--- src/rtl/config_loader.sv ---
// -----------------------------------------------------------------------------
// config_loader
//
// Purpose:
//   Loads a serial configuration shift-register chain of CHAIN_LENGTH bits from
//   a stream of WORD_WIDTH-bit host words. A load sequence is:
//   - clear the chain (cfg_nreset low for two cycles);
//   - accept a word;
//   - shift it out LSB first (one bit per cycle);
//   - repeat until CHAIN_LENGTH bits have been shifted;
//   - pulse done.
//   Surplus bits of the final word are dropped.
//
// Optional feature:
//   KFPGA_CONFIG_CRC_EN - when defined, crc accumulates a CRC-16-CCITT
//   (poly 0x1021, MSB-first feedback, init 0xFFFF) over the bits returned on
//   cfg_return during every shift cycle. When undefined, crc is tied to 0.
//
// Ports:
//   clock       in   single clock, rising edge
//   nreset      in   asynchronous active-low reset
//   start       in   request a full chain load (sampled only when idle)
//   word_data   in   host configuration word
//   word_valid  in   word_data valid
//   word_ready  out  word accepted this cycle when word_valid is also high
//   cfg_data    out  serial bit to the chain
//   cfg_enable  out  chain shift enable
//   cfg_nreset  out  active-low chain clear
//   cfg_return  in   serial bit returned from the end of the chain
//   busy        out  high whenever a load is in progress
//   done        out  one-cycle pulse at load completion
//   crc         out  checksum of the returned bitstream
// -----------------------------------------------------------------------------
module config_loader #(
  parameter int CHAIN_LENGTH = 524,
  parameter int WORD_WIDTH   = 32
) (
  input  logic                  clock,
  input  logic                  nreset,
  input  logic                  start,
  input  logic [WORD_WIDTH-1:0] word_data,
  input  logic                  word_valid,
  output logic                  word_ready,
  output logic                  cfg_data,
  output logic                  cfg_enable,
  output logic                  cfg_nreset,
  input  logic                  cfg_return,
  output logic                  busy,
  output logic                  done,
  output logic [15:0]           crc
);

  localparam int BCW = $clog2(CHAIN_LENGTH + 1);
  localparam int WCW = $clog2(WORD_WIDTH + 1);

  // The bit counter counts completed shifts, so the final bit is the one
  // presented while the counter still reads CHAIN_LENGTH-1.
  localparam logic [BCW-1:0] LP_BIT_LAST  = BCW'(CHAIN_LENGTH - 1);
  localparam logic [BCW-1:0] LP_BIT_ONE   = BCW'(1);
  localparam logic [WCW-1:0] LP_WORD_LAST = WCW'(WORD_WIDTH);
  localparam logic [WCW-1:0] LP_WORD_ONE  = WCW'(1);

  typedef enum logic [2:0] {
    S_IDLE,
    S_CLEAR,
    S_LOAD,
    S_SHIFT,
    S_DONE
  } state_t;

  state_t                r_state;
  logic [BCW-1:0]        r_bit_cnt;
  // Number of bits of the current word already presented (including the one
  // on cfg_data now).
  logic [WCW-1:0]        r_word_cnt;
  // Remaining, not yet presented, bits of the current word.
  logic [WORD_WIDTH-1:0] r_shift;
  logic                  r_clear_cnt;
  logic                  r_word_ready;
  logic                  r_cfg_data;
  logic                  r_cfg_enable;
  logic                  r_cfg_nreset;
  logic                  r_busy;
  logic                  r_done;

`ifdef KFPGA_CONFIG_CRC_EN
  logic [15:0] r_crc;
  logic        w_crc_fb;
  logic [15:0] w_crc_next;

  always_comb begin
    w_crc_fb   = r_crc[15] ^ cfg_return;
    w_crc_next = {r_crc[14:0], 1'b0} ^ (w_crc_fb ? 16'h1021 : 16'h0000);
  end

  assign crc = r_crc;
`else
  // Returned bitstream is not observed in this build.
  logic w_unused_return;
  assign w_unused_return = cfg_return;
  assign crc             = 16'h0000;
`endif

  always_ff @(posedge clock or negedge nreset) begin
    if (!nreset) begin
      r_state      <= S_IDLE;
      r_bit_cnt    <= '0;
      r_word_cnt   <= '0;
      r_shift      <= '0;
      r_clear_cnt  <= 1'b0;
      r_word_ready <= 1'b0;
      r_cfg_data   <= 1'b0;
      r_cfg_enable <= 1'b0;
      r_cfg_nreset <= 1'b1;
      r_busy       <= 1'b0;
      r_done       <= 1'b0;
`ifdef KFPGA_CONFIG_CRC_EN
      r_crc        <= 16'hFFFF;
`endif
    end else begin
      case (r_state)
        S_IDLE: begin
          if (start) begin
            r_state      <= S_CLEAR;
            r_bit_cnt    <= '0;
            r_word_cnt   <= '0;
            r_clear_cnt  <= 1'b0;
            r_cfg_nreset <= 1'b0;
            r_busy       <= 1'b1;
`ifdef KFPGA_CONFIG_CRC_EN
            r_crc        <= 16'hFFFF;
`endif
          end
        end

        S_CLEAR: begin
          // cfg_nreset went low on entry; release after the second cycle.
          if (r_clear_cnt) begin
            r_state      <= S_LOAD;
            r_cfg_nreset <= 1'b1;
            r_word_ready <= 1'b1;
          end else begin
            r_clear_cnt <= 1'b1;
          end
        end

        S_LOAD: begin
          if (word_valid && r_word_ready) begin
            r_state      <= S_SHIFT;
            r_word_ready <= 1'b0;
            r_cfg_data   <= word_data[0];
            r_cfg_enable <= 1'b1;
            r_shift      <= word_data >> 1;
            r_word_cnt   <= LP_WORD_ONE;
          end
        end

        S_SHIFT: begin
          r_bit_cnt <= r_bit_cnt + LP_BIT_ONE;
`ifdef KFPGA_CONFIG_CRC_EN
          r_crc     <= w_crc_next;
`endif
          if (r_bit_cnt == LP_BIT_LAST) begin
            // Chain full: any remaining bits of this word are dropped.
            r_state      <= S_DONE;
            r_cfg_enable <= 1'b0;
            r_cfg_data   <= 1'b0;
            r_done       <= 1'b1;
          end else if (r_word_cnt == LP_WORD_LAST) begin
            r_state      <= S_LOAD;
            r_cfg_enable <= 1'b0;
            r_cfg_data   <= 1'b0;
            r_word_ready <= 1'b1;
          end else begin
            r_cfg_data <= r_shift[0];
            r_shift    <= r_shift >> 1;
            r_word_cnt <= r_word_cnt + LP_WORD_ONE;
          end
        end

        S_DONE: begin
          r_state <= S_IDLE;
          r_done  <= 1'b0;
          r_busy  <= 1'b0;
        end

        default: begin
          r_state <= S_IDLE;
        end
      endcase
    end
  end

  assign word_ready = r_word_ready;
  assign cfg_data   = r_cfg_data;
  assign cfg_enable = r_cfg_enable;
  assign cfg_nreset = r_cfg_nreset;
  assign busy       = r_busy;
  assign done       = r_done;

endmodule
--- config.mk ---
export PLATFORM = sky130hd
export DESIGN_NAME = config_loader
export DESIGN_NICKNAME = d
export VERILOG_FILES = /design/src/rtl/config_loader.sv
export SDC_FILE = /design/constraint.sdc
export NUM_CORES = 1
export LEC_CHECK = 0
export BUFFER_PORTS_ARGS = -buffer_cell sky130_fd_sc_hd__clkbuf_2
export CAP_MARGIN = 20
export CORE_MARGIN = 4
export CORE_UTILIZATION = 50
export DETAILED_ROUTE_END_ITERATION = 6
export PLACE_DENSITY = 0.76
export SYNTH_ARGS = -nofsm -noshare
export SYNTH_HDL_FRONTEND = slang
export SYNTH_SLANG_ARGS = --single-unit
--- constraint.sdc ---
create_clock -name clock -period 1.82 [get_ports clock]
set_input_delay 0.273 -clock clock [delete_from_list [all_inputs] [get_ports clock]]
set_output_delay 0.273 -clock clock [all_outputs]
set_load 0.02 [all_outputs]
**After elaboration in Yosys (flattened, before gate mapping)**

Cells that the tools add are included.

- $add $sub $neg: 2
- Eq/ne operators: 14
- Muxes and demuxes: 37
- Reductions and logical operators: 20

Operators with widths:

| kind | number |
|---|---|
| $mux 32 | 3 |
| $pmux 32 s2 | 1 |
| $mux 6 | 4 |
| $pmux 10 s2 | 1 |
| $pmux 6 s3 | 1 |
| $mux 3 | 5 |
| $ne 2x2->1 const B | 7 |
| $mux 1 | 13 |
| $pmux 1 s2 | 6 |
| $pmux 3 s4 | 1 |
| $add 10x1->10 const B | 1 |
| $eq 10x10->1 const B | 1 |
| $mux 10 | 1 |
| $reduce_and 2->1 | 5 |
| $reduce_and 5->1 | 2 |
| $reduce_bool 2->1 | 5 |
| $reduce_and 4->1 | 2 |
| $add 6x1->6 const B | 1 |
| $eq 3x2->1 const B | 2 |
| $eq 6x6->1 const B | 1 |
| $reduce_and 3->1 | 2 |
| $reduce_bool 3->1 | 2 |
| $eq 3x1->1 const B | 1 |
| $eq 3x3->1 const B | 1 |
| other kinds (4) | 4 |

- Register bits after elaboration: 58
- Input bits: 37
- Output and inout port bits: 22
- Word-level logic and storage cells: 84

**Depth between registers and ports, before layout**

- Depth after elaboration: 4
- Gate-level depth with buffers: 7

**Worst setup path after synthesis**

No wires, ideal clock.

- Kind: register to register
- From: register r_bit_cnt[0]
- To: register r_word_cnt[0]
- Setup time: 0.125 ns
- Arrival time: 1.858 ns
- Data required time: 1.695 ns
- Path slack: -0.163 ns
- Stages on the path, launching flop included: 6
- Cell sequence: dfrtp_1 -> ha_1 -> nand2_1 -> nor4_4 -> nor4_1 -> mux2_2

- Word-level cells in the longest chain between the ends: 3

RTL lines:

| item | RTL line | RTL |
|---|---|---|
| start, declared | 72 | `logic [BCW-1:0] r_bit_cnt;` |
| start signal, assigned | 159 | `r_bit_cnt <= r_bit_cnt + LP_BIT_ONE;` |
| $eq 10x10->1 | 163 | `if (r_bit_cnt == LP_BIT_LAST) begin` |
| $ne 2x2->1 (no source line) | - |  |
| $reduce_and 5->1 (no source line) | - |  |
| end signal, assigned | 177 | `r_word_cnt <= r_word_cnt + LP_WORD_ONE;` |
| end, declared | 75 | `logic [WCW-1:0] r_word_cnt;` |

No other way between the ends.
A chain may end at the register's enable or synchronous reset.

**Worst setup path after layout**

- From: register r_bit_cnt[2]
- To: register r_shift[19]

- Word-level cells in the longest chain between the ends: 3

RTL lines:

| item | RTL line | RTL |
|---|---|---|
| $eq 10x10->1 | 163 |  |
| $ne 2x2->1 (no source line) | - |  |
| $reduce_and 4->1 (no source line) | - |  |
| end signal, assigned | 153 | `r_shift <= word_data >> 1;` |
| end signal, assigned | 176 | `r_shift <= r_shift >> 1;` |
| end, declared | 77 | `logic [WORD_WIDTH-1:0] r_shift;` |

No other way between the ends.

==> impl_metrics.ini <==
[sta]
setup-violations-final = 36
rsz0062_at_grt = true
fmax_mhz = 529
setup_tns_ns = -1.44
hold_violations = 0
drv_slew = 0
skew_ns = 0.00637
finalWorstSetupSlack_ns = -0.0714
finalCriticalPeriod_ns = 1.89
hold_slack_ns = 0.224
post-route-period-util = 1.04

[floorplan]
die_y_um = 85.6
die_area_mm2 = 0.00733
initial_core_util = 0.512
die_x_um = 85.6
core_mm2 = 0.00589
num_rows = 28
io_pins = 59

[outcome]
failed_checks = negative setup slack
outcome = finished with violations

[final_layout]
n_fill_cell = 461
instances_no_fill = 484
final_common_cell = nand2_1
fin_area_mm2 = 0.00385
fin_nets = 444
layout-drive-gt1-share = 0.374
final_core_util = 0.655
area_delta_synth_final_pct = 27.9
layout_common_cells = 102 x nand2_1, 56 x dfrtp_1, 42 x buf_4
num_antenna_cells = 0

[logic_synthesis]
yosys.area.top_type_share = 0.465
synth_cell_type_count = 42
synth-seq-cells = 57
synth_area_leader_cell = dfrtp_1
syn-instance-count = 322
syn-cell-area_mm2 = 0.00301
ys_warn_count = 0
synth.area.top_cells = dfrtp_1 47%, nand2_1 13%, mux2_2 12%, buf_4 4.0%, o21ai_0 2.2%
avgSynthCellArea_um2 = 9.36
synth-main-ff-cell = dfrtp_1
synth_seq_area_share = 0.474
synth-edff-count = 0
ys_async_sr_fraction = 1.00

[critical_path]
crit_required_ns = 2.04
critPathTopFamily = simple AND/OR/NAND/NOR gates
critPathLaunchType = flop
worst-path-buf-inv = 1
timing.rr.end = r_shift[19]
path_depth = 5
max_stage_delay_ns = 0.57
crit_end = r_shift[19]
arrival_ns = 2.11
end_kind = flop
cp-startpoint = r_bit_cnt[2]
ff2ff_path_depth = 5
crit_path_top_delay_cell = or4b_4
reg2reg_from = r_bit_cnt[2]
worstPathCellList = or4b_4 > nor4_4 > nor3b_4 > buf_12 > mux2_2
r2r_slack_ns = -0.07
worstSetupPathType = reg -> reg
critPathMaxFanout = 20

[place]
gp_congestion = 0.832
dp.cells = 466
placed_cell_area_mm2 = 0.00355
dp_slack_ns = -0.0745
io_buffers = 41
dp_hpwl_um = 4620

[run]
timing.max_cap.violations = 0

[cts]
clk_pin_slew_ns = 0.06
cts_tree = done
clock_sinks = 57
clk_path_buf_depth = 2
worstSkewPairLatency_ns = 0.34
cts_buffers = 9
cts_root_buffer = clkbuf_8
ctsHtreeMaxLevel = 3

[routing]
antenna_left = 0
num_vias = 2495
first_pass_iters = 4
route.detailed.drc = 0
routed_wl_um = 6480
via_per_inst = 5.15
drt_iter0_markers = 126
wl_per_cell_um = 13.4

[hold_path]
min_from = word_data[0]
hold_path_class = in -> reg

[global_routing]
antenna_found_initial = 0
grt_overflow = 0
grt_usage = 0.185
grt_pass1_vias = 2490
grt_max_degree = 41
grt_pass1_wl_um = 10800

[power]
pwr-share-seq = 0.365
p_leak_nw = 1.97
p_per_area_mw_per_mm2 = 1440
p_comb_frac = 0.443
pwr-share-clk = 0.192
ir_worst_vdd_uv = 752
total_power_mw = 5.54
p_int_mw = 3.59
power_switching_mw = 1.95
p_sw_frac = 0.352
## kinds of logic (layout without fill, tap and decap cells)
kind of cell	count (synthesis)	after routing	synth area share
compound gates	46	46	0.0959
fa+ha+maj	3	3	0.0125
buf+inv	37	109	0.0739
flops	57	57	0.474
mux	34	34	0.126
other cells	1	16	0.00124
simple gates	144	144	0.216
## Yosys cell counts (2+ instances only)
cell type / instances
and3_1: 6
o31ai_1: 3
o21a_1: 2
inv_1: 5
mux2_2: 32
nand2b_1: 4
o211ai_1: 2
dfrtp_1: 56
mux2i_1: 2
buf_6: 3
nand4_1: 3
nor2b_1: 2
buf_4: 16
o21ai_0: 13
a31oi_1: 10
or3_1: 4
a21oi_1: 7
clkbuf_1: 12
nor3_1: 2
a22o_1: 3
nand2_1: 102
nor2_1: 11
ha_1: 3
## worst register-to-register path, cell delays in order (launching register included)
cell and delay (ns):
dfrtp_1 0.39, or4b_4 0.57, nor4_4 0.24, nor3b_4 0.09, buf_12 0.17, mux2_2 0.29
## final cells by class
| class | count | area (um^2) | share of cell area |
|---|---|---|---|
| multi-input cells | 243 | 1530 | 0.397 |
| flip-flops and latches | 57 | 1430 | 0.371 |
| repair buffers | 88 | 602 | 0.156 |
| clock buffers | 11 | 151 | 0.0393 |
| well taps | 75 | 93.8 | 0.0244 |
| clock inverters | 5 | 30.0 | 0.00779 |
| inverters | 5 | 18.8 | 0.00487 |
## registers in the layout (all words and copies together), names as in the netlist
signal and cells:
r_word_cnt 6, cfg_nreset 1, r_bit_cnt 10, done 1
r_state 3, cfg_data 1, busy 1, r_clear_cnt 1
word_ready 1, cfg_enable 1, r_shift 31
## worst min path at each step
stage | endpoint | slack (ns) | cells after the start
global route | cfg_data | 0.25 | 3
finish | cfg_data | 0.22 | 3
floorplan | busy | -0.02 | 0
global placement | r_shift[7] | 0.25 | 1
CTS | cfg_data | 0.24 | 3
detailed placement | r_shift[5] | 0.25 | 1
## power groups by stage
stage,Combinational [mW],Sequential [mW],Clock [mW]
floorplan,1.46,2.05,0
global placement,2.16,2.00,0
detailed placement,2.27,2.04,0
CTS,2.32,2.02,1.08
global route,2.74,2.08,1.14
finish,2.45,2.02,1.06
## layer usage
layer  track usage  share of wire
met5             0              0
met4        0.0950          0.024
met3        0.0375          0.040
met2         0.316           0.50
met1         0.221           0.44
## timing repair
| item | 4_1_cts | 5_1_grt |
|---|---|---|
| endpoints found under the setup margin | 41 | 39 |
| pin swaps | 1 | 6 |
| endpoints found under the hold margin | 16 | 0 |
| resized for setup | 8 | 10 |
| hold buffers | 1 | 0 |
| setup buffers | 1 | 0 |
Note: power is estimated with default switching activity, not from simulation.
